[config.mk]
export PLATFORM = sky130hd
export DESIGN_NAME = svi_serial_sink_flat
export DESIGN_NICKNAME = d
export VERILOG_FILES = /design/src/rtl/svi_serial_pkg.sv /design/src/rtl/svi_serial_sink_if.sv /design/src/rtl/svi_sat_counter.sv /design/src/rtl/svi_serial_sink.sv /design/src/flat_wrapper.sv
export SDC_FILE = /design/constraint.sdc
export NUM_CORES = 1
export LEC_CHECK = 0
export CORE_MARGIN = 10
export CORE_UTILIZATION = 35
export DETAILED_ROUTE_END_ITERATION = 8
export GPL_ROUTABILITY_DRIVEN = 0
export PLACE_DENSITY = 0.64
export SLEW_MARGIN = 20
export SYNTH_ARGS = -nofsm -noshare
export SYNTH_HDL_FRONTEND = slang
export SYNTH_SLANG_ARGS = --single-unit
export TNS_END_PERCENT = 20
[constraint.sdc]
create_clock -name i_clk -period 2.3 [get_ports i_clk]
set_input_delay 0.46 -clock i_clk [delete_from_list [all_inputs] [get_ports i_clk]]
set_output_delay 0.46 -clock i_clk [all_outputs]
set_load 0.02 [all_outputs]
[src/rtl/svi_serial_pkg.sv]
// Shared types and helpers for the serial SVI sink.
// Imported by the sink top and its sub-blocks.
package svi_serial_pkg;

   typedef enum logic [0:0] {
      IDLE,
      SHIFT
   } sink_state_t;

   // Bit counter width: enough to hold WIDTH itself.
   function automatic int bitcnt_w(int width);
      return $clog2(width) + 1;
   endfunction

endpackage

[src/rtl/svi_serial_sink_if.sv]
// Scalar SVI bundle: z = frame start, y = bit strobe, x = data.
// P drives the bundle, C only observes it.
interface I;

   logic z;
   logic y;
   logic x;

   modport P (output z, output y, output x);
   modport C (input z, input y, input x);

endinterface

[src/rtl/svi_sat_counter.sv]
// Saturating up-counter with synchronous active-high reset.
// Holds at all-ones once reached.
module svi_sat_counter #(
   parameter int CNT_W = 16
) (
   input  logic             i_clk,
   input  logic             i_srst,
   input  logic             i_inc,
   output logic [CNT_W-1:0] o_q
);

   logic [CNT_W-1:0] cnt_q;
   logic [CNT_W-1:0] cnt_d;

   always_comb begin
      cnt_d = cnt_q;
      if (i_inc && (cnt_q != '1)) begin
         cnt_d = cnt_q + CNT_W'(1);
      end
   end

   always_ff @(posedge i_clk) begin
      if (i_srst) begin
         cnt_q <= '0;
      end else begin
         cnt_q <= cnt_d;
      end
   end

   assign o_q = cnt_q;

endmodule

[src/rtl/svi_serial_sink.sv]
// Serial SVI sink: deserialises z/y/x frames into WIDTH-bit words,
// flags framing errors and counts good frames.
module svi_serial_sink
   import svi_serial_pkg::*;
#(
   parameter int WIDTH     = 8,
   parameter bit MSB_FIRST = 1'b1,
   parameter int CNT_W     = 16
) (
   input  logic             i_clk,
   input  logic             i_srst,
   I.C                      p,
   output logic [WIDTH-1:0] o_data,
   output logic             o_valid,
   output logic             o_err,
   output logic             o_busy,
   output logic [CNT_W-1:0] o_count
);

   localparam int BW = bitcnt_w(WIDTH);
   localparam logic [BW-1:0] LAST = BW'(WIDTH - 1);

   sink_state_t      state_q;
   logic [BW-1:0]    bitcnt_q;
   logic [WIDTH-1:0] sr_q;
   logic [WIDTH-1:0] sr_base;
   logic [WIDTH-1:0] sr_d;
   logic [WIDTH-1:0] data_q;
   logic             valid_q;
   logic             err_q;
   logic             busy_q;
   logic             done;

   // A frame start always shifts into a cleared register.
   always_comb begin
      sr_base = sr_q;
      if ((state_q == IDLE) || p.z) begin
         sr_base = '0;
      end
      if (MSB_FIRST) begin
         sr_d = (sr_base << 1) | WIDTH'(p.x);
      end else begin
         sr_d = (sr_base >> 1) | {p.x, {(WIDTH-1){1'b0}}};
      end
      done = p.y && !p.z && (state_q == SHIFT)
             && (bitcnt_q == LAST);
   end

   always_ff @(posedge i_clk) begin
      if (i_srst) begin
         state_q  <= IDLE;
         bitcnt_q <= '0;
         sr_q     <= '0;
         data_q   <= '0;
         valid_q  <= 1'b0;
         err_q    <= 1'b0;
         busy_q   <= 1'b0;
      end else begin
         valid_q <= 1'b0;
         err_q   <= 1'b0;
         if (p.y) begin
            unique case (state_q)
               IDLE: begin
                  if (p.z) begin
                     sr_q     <= sr_d;
                     bitcnt_q <= BW'(1);
                     state_q  <= SHIFT;
                     busy_q   <= 1'b1;
                  end else begin
                     err_q <= 1'b1;
                  end
               end
               SHIFT: begin
                  sr_q <= sr_d;
                  if (p.z) begin
                     err_q    <= 1'b1;
                     bitcnt_q <= BW'(1);
                  end else if (done) begin
                     data_q   <= sr_d;
                     valid_q  <= 1'b1;
                     bitcnt_q <= '0;
                     state_q  <= IDLE;
                     busy_q   <= 1'b0;
                  end else begin
                     bitcnt_q <= bitcnt_q + BW'(1);
                  end
               end
            endcase
         end
      end
   end

   svi_sat_counter #(
      .CNT_W(CNT_W)
   ) u_cnt (
      .i_clk (i_clk),
      .i_srst(i_srst),
      .i_inc (done),
      .o_q   (o_count)
   );

   assign o_data  = data_q;
   assign o_valid = valid_q;
   assign o_err   = err_q;
   assign o_busy  = busy_q;

endmodule
[src/flat_wrapper.sv]
// flat-port wrapper written by rule: the top's interface ports become plain ports
module svi_serial_sink_flat import svi_serial_pkg::*;
#(
   parameter int WIDTH     = 8,
   parameter bit MSB_FIRST = 1'b1,
   parameter int CNT_W     = 16
)
  (i_clk, i_srst, o_data, o_valid, o_err, o_busy, o_count, p_z, p_y, p_x);
  I p_i ();
  input  logic i_clk;
  input  logic i_srst;
  output logic [WIDTH-1:0] o_data;
  output logic o_valid;
  output logic o_err;
  output logic o_busy;
  output logic [CNT_W-1:0] o_count;
  input wire logic [$bits(p_i.z)-1:0] p_z;
  input wire logic [$bits(p_i.y)-1:0] p_y;
  input wire logic [$bits(p_i.x)-1:0] p_x;
  assign p_i.z = p_z;
  assign p_i.y = p_y;
  assign p_i.x = p_x;
  svi_serial_sink #(.WIDTH(WIDTH), .MSB_FIRST(MSB_FIRST), .CNT_W(CNT_W)) u_core (.i_clk(i_clk), .i_srst(i_srst), .p(p_i), .o_data(o_data), .o_valid(o_valid), .o_err(o_err), .o_busy(o_busy), .o_count(o_count));
endmodule
==> load_flow_metrics.sql <==
INSERT INTO impl_metrics (metric_group, metric, value, unit) VALUES
('detailed_routing', 'drc_violation_total_after_the_first_tritonroute_iteration', '84', ''),
('sta', 'fmax', '474', 'MHz'),
('die', 'die_h', '91.4', 'um'),
('worst_setup_path', 'worst_setup_path_start_kind', 'input pin', ''),
('sta', 'timing.final.crit_period', '2110', 'ps'),
('placement', 'hpwl', '3060', 'um'),
('global_route', 'first_global_vias', '1548', ''),
('sta', 'timing.clock.skew', '3.58', 'ps'),
('sta', 'timing.final.ws_setup', '189', 'ps'),
('sta', 'finalHoldViolCount', '0', ''),
('sta', 'max_slew.worst_pin.slew', '501', 'ps'),
('worst_setup_path', 'worstPathCellList', 'clkdlybuf4s50_1 > nand4b_2 > or4_1 > or4_1 > a21oi_1', ''),
('detailed_routing', 'routedLengthMet1', '1980', 'um'),
('detailed_routing', 'vias_per_cell', '4.99', ''),
('cells_and_area', 'fillers', '521', ''),
('cts', 'cts_tree', 'yes', ''),
('die', 'die-area', '8350', 'sq um'),
('synthesis', 'synth_seq_area_share', '43.8', '%'),
('synthesis', 'synth.ff_latch_count', '39', ''),
('die', 'die_width', '91.4', 'um'),
('placement', 'portBuffers', '31', ''),
('sta', 'tcrit_tclk_final', '91.8', '%'),
('cells_and_area', 'multi_input_area', '937', 'sq um'),
('global_route', 'grt_first_pass_wirelength', '7110', 'um'),
('cells_and_area', 'ff_latch_area', '781', 'sq um'),
('cts', 'numClockSinks', '39', ''),
('cts', 'postCtsSetupRepairBufs', '0', ''),
('die', 'core_area', '4820', 'sq um'),
('cells_and_area', 'final_core_area_utilization', '49.1', '%'),
('placement', 'placed_cells', '319', ''),
('worst_setup_path', 'critical_path_cell_count', '5', ''),
('cts', 'worstSkewPairLatency', '290', 'ps'),
('min_path', 'worst_hold_path_type', 'reg2reg', ''),
('global_route', 'grt-ovfl-total', '0', ''),
('min_path', 'hold-path-cell-count', '2', ''),
('die', 'boundaryPins', '32', ''),
('worst_setup_path', 'crit_buf_inv', '1', ''),
('cells_and_area', 'antenna_cells_inserted', '0', ''),
('power', 'leakagePower', '0.000845', 'uW'),
('worst_setup_path', 'timing.critical_path.mode_cell', 'sky130_fd_sc_hd__or4_1', ''),
('power', 'total_power', '1220', 'uW'),
('cts', 'root_buffer_selected_by_cts', 'sky130_fd_sc_hd__clkbuf_8', ''),
('detailed_routing', 'detail_route.wl_per_cell', '12.8', 'um'),
('power', 'ir_worst_vdd', '0.339', 'mV'),
('detailed_routing', 'route.final.wire_length', '4200', 'um'),
('detailed_routing', 'detailedRoute.firstPassIterationCount', '4', ''),
('worst_setup_path', 'crit-reg2reg-capture', 'u_core.u_cnt.o_q[14]', ''),
('global_route', 'maximum_number_of_pins_on_one_net_before_global_route_repair', '23', ''),
('synthesis', 'post_synth.cell_area_avg', '8.37', 'sq um'),
('worst_setup_path', 'timing.rr.start', 'u_core.u_cnt.o_q[0]', ''),
('synthesis', 'synth_enable_flop_cells', '0', ''),
('cells_and_area', 'final-instance-count-excl-fill', '327', ''),
('worst_setup_path', 'end_kind', 'flop', ''),
('die', 'initial_core_util', '37.0', '%'),
('synthesis', 'synthFlopType', 'sky130_fd_sc_hd__dfxtp_1', ''),
('detailed_routing', 'route.antenna.remaining_nets', '0', ''),
('worst_setup_path', 'worst_path_max_delay_cell', 'sky130_fd_sc_hd__or4_1', ''),
('worst_setup_path', 'worst_r2r_setup_slack', '230', 'ps'),
('sta', 'relSlewSlack', '66.5', '%'),
('global_route', 'grt_util_all_layers', '10.1', '%'),
('worst_setup_path', 'worst-endpoint-arrival', '2340', 'ps'),
('synthesis', 'synthesis.yosys.warnings', '0', ''),
('worst_setup_path', 'worst_setup_path_endpoint', 'u_core.u_cnt.o_q[14]', ''),
('status', 'status', 'completed', ''),
('cts', 'clock_path_buffers', '2', ''),
('worst_setup_path', 'cell_depth_of_the_worst_flop_to_flop_path', '5', ''),
('detailed_routing', 'wl_met2', '1920', 'um'),
('synthesis', 'syn_area', '1780', 'sq um'),
('worst_setup_path', 'worst-path-max-fanout', '4', ''),
('cts', 'cts_hold_buffers', '0', ''),
('cells_and_area', 'area_growth_syn_to_layout', '32.7', '%');
==> cell usage in the layout, fill, tap and decap left out, types with 2 or more instances in the layout <==
| cell type | n |
|---|---|
| sky130_fd_sc_hd__nand2_1 | 27 |
| sky130_fd_sc_hd__buf_4 | 19 |
| sky130_fd_sc_hd__a21oi_1 | 23 |
| sky130_fd_sc_hd__o31ai_1 | 4 |
| sky130_fd_sc_hd__clkdlybuf4s50_1 | 31 |
| sky130_fd_sc_hd__dfxtp_1 | 39 |
| sky130_fd_sc_hd__clkinvlp_4 | 2 |
| sky130_fd_sc_hd__o21ai_0 | 2 |
| sky130_fd_sc_hd__a211oi_1 | 4 |
| sky130_fd_sc_hd__nor2b_1 | 9 |
| sky130_fd_sc_hd__nand4_1 | 4 |
| sky130_fd_sc_hd__a22oi_1 | 2 |
| sky130_fd_sc_hd__clkbuf_8 | 5 |
| sky130_fd_sc_hd__ha_1 | 5 |
| sky130_fd_sc_hd__nand3_1 | 19 |
| sky130_fd_sc_hd__inv_1 | 6 |
| sky130_fd_sc_hd__mux2_2 | 8 |
| sky130_fd_sc_hd__nor2_1 | 20 |
| sky130_fd_sc_hd__or4_1 | 6 |
| sky130_fd_sc_hd__nand2b_1 | 2 |
| sky130_fd_sc_hd__nor3_1 | 3 |
| sky130_fd_sc_hd__mux2i_1 | 2 |
==> state kept, by name, indices dropped and copies added (netlist names) <==
name	flops
u_core.u_cnt.o_q	16
u_core.o_data	8
u_core.sr_q	7
u_core.bitcnt_q	4
u_core.o_busy	1
u_core.o_err	1
u_core.o_valid	1
u_core.state_q	1
==> worst reg2reg max path: stages (launching register included) <==
cell and delay, ps:
sky130_fd_sc_hd__dfxtp_1 380, sky130_fd_sc_hd__ha_1 230, sky130_fd_sc_hd__nand4_1 210, sky130_fd_sc_hd__or4_1 530
sky130_fd_sc_hd__or4_1 500, sky130_fd_sc_hd__a21oi_1 160
==> power breakdown <==
| group | total (uW) | leakage (uW) | switching (uW) | internal, uW |
|---|---|---|---|---|
| Sequential | 686 | 0.000315 | 5.70 | 681 |
| Clock | 457 | 0.0000402 | 246 | 211 |
| Combinational | 75.6 | 0.000490 | 42.6 | 33.0 |
| Total | 1220 | 0.000845 | 295 | 925 |
==> worst min-delay path by stage <==
stage	endpoint	start	slack [ps]
2_1_floorplan	u_core.sr_q[6]	u_core.sr_q[6]	440
3_3_place_gp	u_core.o_data[5]	u_core.o_data[5]	440
3_5_place_dp	u_core.sr_q[6]	u_core.sr_q[6]	450
4_1_cts	u_core.o_data[6]	u_core.o_data[6]	460
5_1_grt	u_core.o_data[6]	u_core.o_data[6]	480
6_report	u_core.o_data[4]	u_core.o_data[4]	450
==> synth_stat cells, types with 3 or more instances <==
| library cell | n | area share, % |
|---|---|---|
| sky130_fd_sc_hd__clkbuf_1 | 8 | 1.7 |
| sky130_fd_sc_hd__nand4_1 | 4 | 1.4 |
| sky130_fd_sc_hd__nand3_1 | 19 | 5.3 |
| sky130_fd_sc_hd__or4_1 | 6 | 2.5 |
| sky130_fd_sc_hd__a211oi_1 | 4 | 1.7 |
| sky130_fd_sc_hd__ha_1 | 5 | 3.5 |
| sky130_fd_sc_hd__nor3_1 | 3 | 0.84 |
| sky130_fd_sc_hd__mux2_2 | 8 | 5.1 |
| sky130_fd_sc_hd__nor2b_1 | 9 | 3.2 |
| sky130_fd_sc_hd__a21oi_1 | 23 | 6.5 |
| sky130_fd_sc_hd__o31ai_1 | 4 | 1.7 |
| sky130_fd_sc_hd__nand2_1 | 27 | 5.7 |
| sky130_fd_sc_hd__dfxtp_1 | 39 | 44 |
| sky130_fd_sc_hd__nor2_1 | 20 | 4.2 |
| sky130_fd_sc_hd__inv_1 | 6 | 1.3 |
==> kinds of logic after synthesis <==
| group | synth area share (%) |
|---|---|
| buffers and inverters | 3.65 |
| AND/OR/NAND/NOR | 27.9 |
| adder cells (fa/ha/maj) | 3.51 |
| flip-flops | 43.8 |
| multiplexers | 6.18 |
| AO/OA/AOI/OAI | 14.9 |
==> area by class of cell <==
class / count / share of cell area (%)
sequential: 39 / 33.0
timing repair buffer: 50 / 19.1
multi-input combinational: 157 / 39.6
inverter: 6 / 0.952
clock inverter: 3 / 0.846
clock buffer: 5 / 2.91
tap: 67 / 3.54
==> through the flow <==
| stage | TNS [ps] | hold slack (ps) | instance area, sq um |
|---|---|---|---|
| after floorplan | 0 | 437 | 1780 |
| after global placement | -148 | 443 | 2280 |
| final | 0 | 454 | 2370 |
| after detailed placement | -224 | 447 | 2280 |
| after global routing | 0 | 481 | 2370 |
| after CTS | 0 | 459 | 2370 |
==> per-layer routing <==
layer,track usage (%),vias up
met5,0,-
met4,4.96,0
met3,3.29,4
met2,16.3,33
met1,11.7,748
li1,-,847
Power figures use the tool's default switching activity.
